## config.mk

```make
export PLATFORM = sky130hd
export DESIGN_NAME = fetch_sequencer
export DESIGN_NICKNAME = d
export VERILOG_FILES = /design/src/rtl/k2_pkg.sv /design/src/rtl/step_edge_detect.sv /design/src/rtl/fetch_sequencer.sv
export SDC_FILE = /design/constraint.sdc
export NUM_CORES = 1
export LEC_CHECK = 0
export ABC_AREA = 1
export CAP_MARGIN = 20
export CORE_ASPECT_RATIO = 0.6
export CORE_MARGIN = 3
export CORE_UTILIZATION = 43
export DETAILED_ROUTE_END_ITERATION = 7
export PLACE_DENSITY_LB_ADDON = 0.1
export RECOVER_POWER = 50
export SYNTH_ARGS = -nofsm -noshare
export SYNTH_HDL_FRONTEND = slang
export SYNTH_SLANG_ARGS = --single-unit
```

## constraint.sdc

```tcl
create_clock -name clk -period 1.5 [get_ports clk]
set_input_delay 0.15 -clock clk [delete_from_list [all_inputs] [get_ports clk]]
set_output_delay 0.15 -clock clk [all_outputs]
set_load 0.005 [all_outputs]
```

## src/rtl/k2_pkg.sv

```systemverilog
// rtl/k2_pkg.sv - shared state encoding and opcode constants for the K2 fetch sequencer
package k2_pkg;

    typedef enum logic [2:0] {
        ST_IDLE   = 3'd0,
        ST_FETCH  = 3'd1,
        ST_DECODE = 3'd2,
        ST_EXEC   = 3'd3,
        ST_RETIRE = 3'd4,
        ST_HALTED = 3'd5
    } fetch_state_t;

    // Opcode class lives in the top two instruction bits.
    localparam logic [1:0] OP_JMP = 2'b11;
    localparam logic [1:0] OP_JC  = 2'b10;

    localparam int N_INSTR_DEFAULT = 9;

endpackage

```

## src/rtl/step_edge_detect.sv

```systemverilog
// rtl/step_edge_detect.sv - two-flop rising-edge detector for the single-step input
module step_edge_detect (
    input  logic i_clk,
    input  logic i_rst_n,
    input  logic i_sig,
    output logic o_rise
);

    logic r_sig_d1;
    logic r_sig_d2;

    // Two-stage history of the input; a rise is "newest high, previous low".
    always_ff @(posedge i_clk or negedge i_rst_n) begin
        if (!i_rst_n) begin
            r_sig_d1 <= 1'b0;
            r_sig_d2 <= 1'b0;
        end else begin
            r_sig_d1 <= i_sig;
            r_sig_d2 <= r_sig_d1;
        end
    end

    assign o_rise = r_sig_d1 & ~r_sig_d2;

endmodule

```

## src/rtl/fetch_sequencer.sv

```systemverilog
// rtl/fetch_sequencer.sv - K2 fetch/decode/execute sequencer; optional FETCH_SEQUENCER_SINGLE_STEP_EN
module fetch_sequencer
    import k2_pkg::*;
#(
    parameter int INSTR_W = 8,
    parameter int N_INSTR = N_INSTR_DEFAULT,
    parameter int PC_W    = $clog2(N_INSTR),
    parameter int LOOP_W  = 8
) (
    input  logic               clk,
    input  logic               reset,
    input  logic               run,
    input  logic               halt_req,
`ifdef FETCH_SEQUENCER_SINGLE_STEP_EN
    input  logic               step,
`endif
    input  logic [PC_W-1:0]    pc_value,
    output logic               pc_inc,
    output logic               pc_load,
    output logic [2:0]         pc_load_val,
    output logic               imem_req,
    output logic [PC_W-1:0]    imem_addr,
    input  logic               imem_ack,
    input  logic [INSTR_W-1:0] imem_data,
    output logic [INSTR_W-1:0] instr_q,
    output logic               exec_valid,
    input  logic               exec_done,
    input  logic               carry_flag,
    output logic               busy,
    output logic               halted,
    output logic [LOOP_W-1:0]  loop_count
);

    localparam logic [PC_W-1:0] LP_LAST_PC = PC_W'(N_INSTR - 1);

    fetch_state_t        r_state;
    fetch_state_t        w_next_state;
    logic [INSTR_W-1:0]  r_instr_q;
    logic                r_is_jmp;
    logic                r_is_jc;
    logic [LOOP_W-1:0]   r_loop_count;

    logic                w_start_ok;
    logic                w_taken;
    logic                w_pc_inc;
    logic                w_pc_load;
    logic [2:0]          w_pc_load_val;
    logic                w_imem_req;
    logic [PC_W-1:0]     w_imem_addr;
    logic                w_exec_valid;

`ifdef FETCH_SEQUENCER_SINGLE_STEP_EN
    logic                w_step_rise;

    step_edge_detect u_step_edge (
        .i_clk   (clk),
        .i_rst_n (reset),
        .i_sig   (step),
        .o_rise  (w_step_rise)
    );

    assign w_start_ok = run & w_step_rise;
`else
    assign w_start_ok = run;
`endif

    // Carry is only looked at in RETIRE, so the decision is made late from the decoded class.
    assign w_taken = r_is_jmp | (r_is_jc & carry_flag);

    // State register.
    always_ff @(posedge clk or negedge reset) begin
        if (!reset) begin
            r_state <= ST_IDLE;
        end else begin
            r_state <= w_next_state;
        end
    end

    // Next-state and per-state handshake outputs.
    always_comb begin
        w_next_state  = r_state;
        w_pc_inc      = 1'b0;
        w_pc_load     = 1'b0;
        w_pc_load_val = 3'd0;
        w_imem_req    = 1'b0;
        w_imem_addr   = '0;
        w_exec_valid  = 1'b0;
        case (r_state)
            ST_IDLE: begin
                if (w_start_ok) begin
                    w_next_state = ST_FETCH;
                end
            end
            ST_FETCH: begin
                w_imem_req  = 1'b1;
                w_imem_addr = pc_value;
                if (imem_ack) begin
                    w_next_state = ST_DECODE;
                end
            end
            ST_DECODE: begin
                w_next_state = ST_EXEC;
            end
            ST_EXEC: begin
                w_exec_valid = 1'b1;
                if (exec_done) begin
                    w_next_state = ST_RETIRE;
                end
            end
            ST_RETIRE: begin
                if (w_taken) begin
                    w_pc_load     = 1'b1;
                    w_pc_load_val = r_instr_q[2:0];
                end else begin
                    w_pc_inc      = 1'b1;
                end
                if (halt_req) begin
                    w_next_state = ST_HALTED;
                end else if (!run) begin
                    w_next_state = ST_IDLE;
                end else begin
`ifdef FETCH_SEQUENCER_SINGLE_STEP_EN
                    w_next_state = ST_IDLE;
`else
                    w_next_state = ST_FETCH;
`endif
                end
            end
            ST_HALTED: begin
                w_next_state = ST_HALTED;
            end
            default: begin
                w_next_state = ST_IDLE;
            end
        endcase
    end

    // Instruction latch on the ack edge and opcode-class decode in DECODE.
    always_ff @(posedge clk or negedge reset) begin
        if (!reset) begin
            r_instr_q <= '0;
            r_is_jmp  <= 1'b0;
            r_is_jc   <= 1'b0;
        end else begin
            if (r_state == ST_FETCH && imem_ack) begin
                r_instr_q <= imem_data;
            end
            if (r_state == ST_DECODE) begin
                r_is_jmp <= (r_instr_q[INSTR_W-1 -: 2] == OP_JMP);
                r_is_jc  <= (r_instr_q[INSTR_W-1 -: 2] == OP_JC);
            end
        end
    end

    // Program-wrap counter: sequential step off the last index, saturating.
    always_ff @(posedge clk or negedge reset) begin
        if (!reset) begin
            r_loop_count <= '0;
        end else if (w_pc_inc && pc_value == LP_LAST_PC && r_loop_count != '1) begin
            r_loop_count <= r_loop_count + LOOP_W'(1);
        end
    end

    assign pc_inc      = w_pc_inc;
    assign pc_load     = w_pc_load;
    assign pc_load_val = w_pc_load_val;
    assign imem_req    = w_imem_req;
    assign imem_addr   = w_imem_addr;
    assign exec_valid  = w_exec_valid;
    assign instr_q     = r_instr_q;
    assign loop_count  = r_loop_count;
    assign busy        = (r_state != ST_IDLE) && (r_state != ST_HALTED);
    assign halted      = (r_state == ST_HALTED);

endmodule

```

==> run_results.csv <==
group,metric,value,unit
status,outcome,"finished, violations left",
status,violations,"negative setup slack",
global_routing,grt_start_max_net_pins,22,
synth,synth_cell_types,23,
die,core_area,2630,um^2
synth,avgSynthCellArea,7.17,um^2
synth,yosys.cell_count.top_type,"nand2_1",
clocking,cts_made_buffers,3,
run,drv_cap,0,
sta,fin_crit,1.57,ns
layout,diodes,0,
clocking,root_buffer,"clkbuf_8",
place,dp_hpwl,2640,um
synth,synth_area_leaders,"dfrtp_1 42%, nand2_1 22%, inv_1 6.0%",
sta,maxSlewHeadroom,0.622,
critical_path,cp.arrival,1.42,ns
synth,synth_edf_count,0,
power,total_power,3000,uW
clocking,htreeDepth,1,
die,die_w,75.5,um
place,pre_cts_ws,-0.189,ns
detailed_routing,wl,3950,um
detailed_routing,drt_iter0_markers,123,
synth,synth_fp_nets,194,
sta,hold_slack,0.397,ns
synth,synthTopCellsByCount,"73 x nand2_1, 21 x dfrtp_1, 20 x inv_1",
clocking,clock-sinks,21,
power,leakagePower,0.00115,uW
sta,finalHoldViolations,0,
die,initial_core_util,0.475,
sta,max_freq,638,MHz
sta,final-max-slew-violation-count,0,
die,row_count,14,
synth,ys_ff_latch,21,
min_path,min_path_type,"primary input to asynchronous set/reset pin",
sta,tightest_slew,0.566,ns
detailed_routing,drc,0,
global_routing,grt_pass1_wl,5680,um
critical_path,worst_setup_path_end_kind,"output port",
clocking,clk_pin_slew,0.08,ns
synth,netlist_instances,174,
detailed_routing,ant_nets,0,
global_routing,grtUsageTotal,0.216,
critical_path,worstPathMaxFanout,3,
place,place_congestion,0.858,
sta,rsz0062_at_grt,"yes",
layout,final_net_count,277,
sta,skew,0.00485,ns
power,ir_drop,1.11,mV
synth,yosysTopAreaCellShare,0.421,
place,place_area,1880,um^2
critical_path,crit_required,1.35,ns
global_routing,grt_antenna_before_repair,0,
die,fp.dieH,47.7,um
layout,drive_above_1_share,0.285,
detailed_routing,num_vias,1411,
global_routing,first_global_vias,1255,
detailed_routing,viasPerCell,4.90,
detailed_routing,wire_per_inst,13.7,um
critical_path,critPathLaunchType,"flop",
synth,synth_area,1250,um^2
detailed_routing,drtPass1Iterations,4,
clocking,cts_hold_buf,0,
synth,yosysWarnings,0,
synth,async_reset_ff_frac,1.00,
critical_path,worst-setup-path-type,"flop to output port",
sta,setup_viol,12,
power,power.density,1390,nW/um^2
layout,area_growth,72.3,%
place,io_buffers,47,
clocking,clk_latency,0.26,ns
die,dieArea,3600,um^2
layout,fin_area,2150,um^2
die,io_pins,48,
synth,synthFlopType,"dfrtp_1",
clocking,tritoncts,"done",
synth,seq_area_frac_synth,0.421,
global_routing,grt-ovfl-total,0,
clocking,clockBufferDepth,2,
synth,yosys.area.top_type,"dfrtp_1",
sta,fin_ws,-0.0680,ns
sta,post-route-period-util,1.05,
-- logic make-up (layout without fill, tap and decap cells) --
group                      Yosys count  count (layout)  synth area share
and+or+nand+nor                    120             121             0.450
buffers and inverters               23             104            0.0702
DFF                                 21              21             0.421
AOI/OAI and AO/OA                    6               6            0.0271
xor gates and xnor gates             3               3            0.0211
adders and majority gates            1               1            0.0100
-- final cells by class --
class	instances	area [um^2]
clock buffers	4	45.0
fillers	171	478
inverters	21	78.8
multi-input cells	131	732
flip-flops and latches	21	527
well taps	32	40.0
repair buffers	79	727
-- per-stage QoR --
step            util  cells  TNS (ns)
2_1_floorplan      -    174         0
3_3_place_gp   0.717    269    -0.864
3_5_place_dp   0.717    269     -1.47
4_1_cts        0.757    280    -0.314
5_1_grt        0.818    288     -1.54
6_report       0.818    288    -0.513
-- placed cells by master (no fill, tap or decap), drive strengths merged, types with 4 or more instances in the layout --
master / netlist / layout
dfrtp: 21 / 21
inv: 21 / 21
buf: 1 / 36
o21ai: 4 / 4
dlygate4sd2: 0 / 4
clkbuf: 1 / 7
nand2: 76 / 77
nor2: 22 / 22
clkdlybuf4s50: 0 / 31
nand4: 5 / 5
nand3: 15 / 15
-- critical path, stage by stage (launching register included) --
cell     delay, ns
dfrtp_1       0.43
buf_6         0.14
nor2_4        0.16
nand2_4       0.09
buf_12        0.14
nor2_8        0.08
buf_2         0.12
-- timing repair --
action | CTS | global route
setup endpoints to repair | 13 | 27
resized for setup | 42 | 29
endpoints found under the hold margin | 0 | 0
setup buffers | 7 | 8
gates cloned | 0 | 1
pin swaps | 5 | 9
-- state kept, by name (all words and copies together) (netlist names) --
register	count
instr_q	8
r_is_jc	1
loop_count	8
r_is_jmp	1
r_state	3
-- layer usage --
layer,up-vias,global-route usage,part of all wire
li1,703,-,-
met1,651,0.265,0.44
met2,50,0.365,0.48
met3,7,0.0839,0.069
met4,0,0.0557,0.013
met5,-,0,0
-- final timing paths --
kind                              start            end  slack, ns  depth (start not counted)
hold / removal                    reset  loop_count[2]       0.40                          2
min in group clk           imem_data[0]     instr_q[0]       0.44                          3
setup reg to reg             r_state[0]  loop_count[1]      -0.07                          9
setup / recovery             r_state[0]         pc_inc      -0.07                          6
max in group asynchronous         reset     r_state[2]       0.70                          2
hold reg to reg              instr_q[5]     instr_q[5]       0.48                          2
-- power breakdown --
part	total [uW]	leakage, uW	internal [uW]	switching (uW)
clock	381	0.0000228	190	192
sequential	870	0.000273	728	142
combinational	1750	0.000858	931	816
No activity file was read; power rests on OpenSTA's default activity.
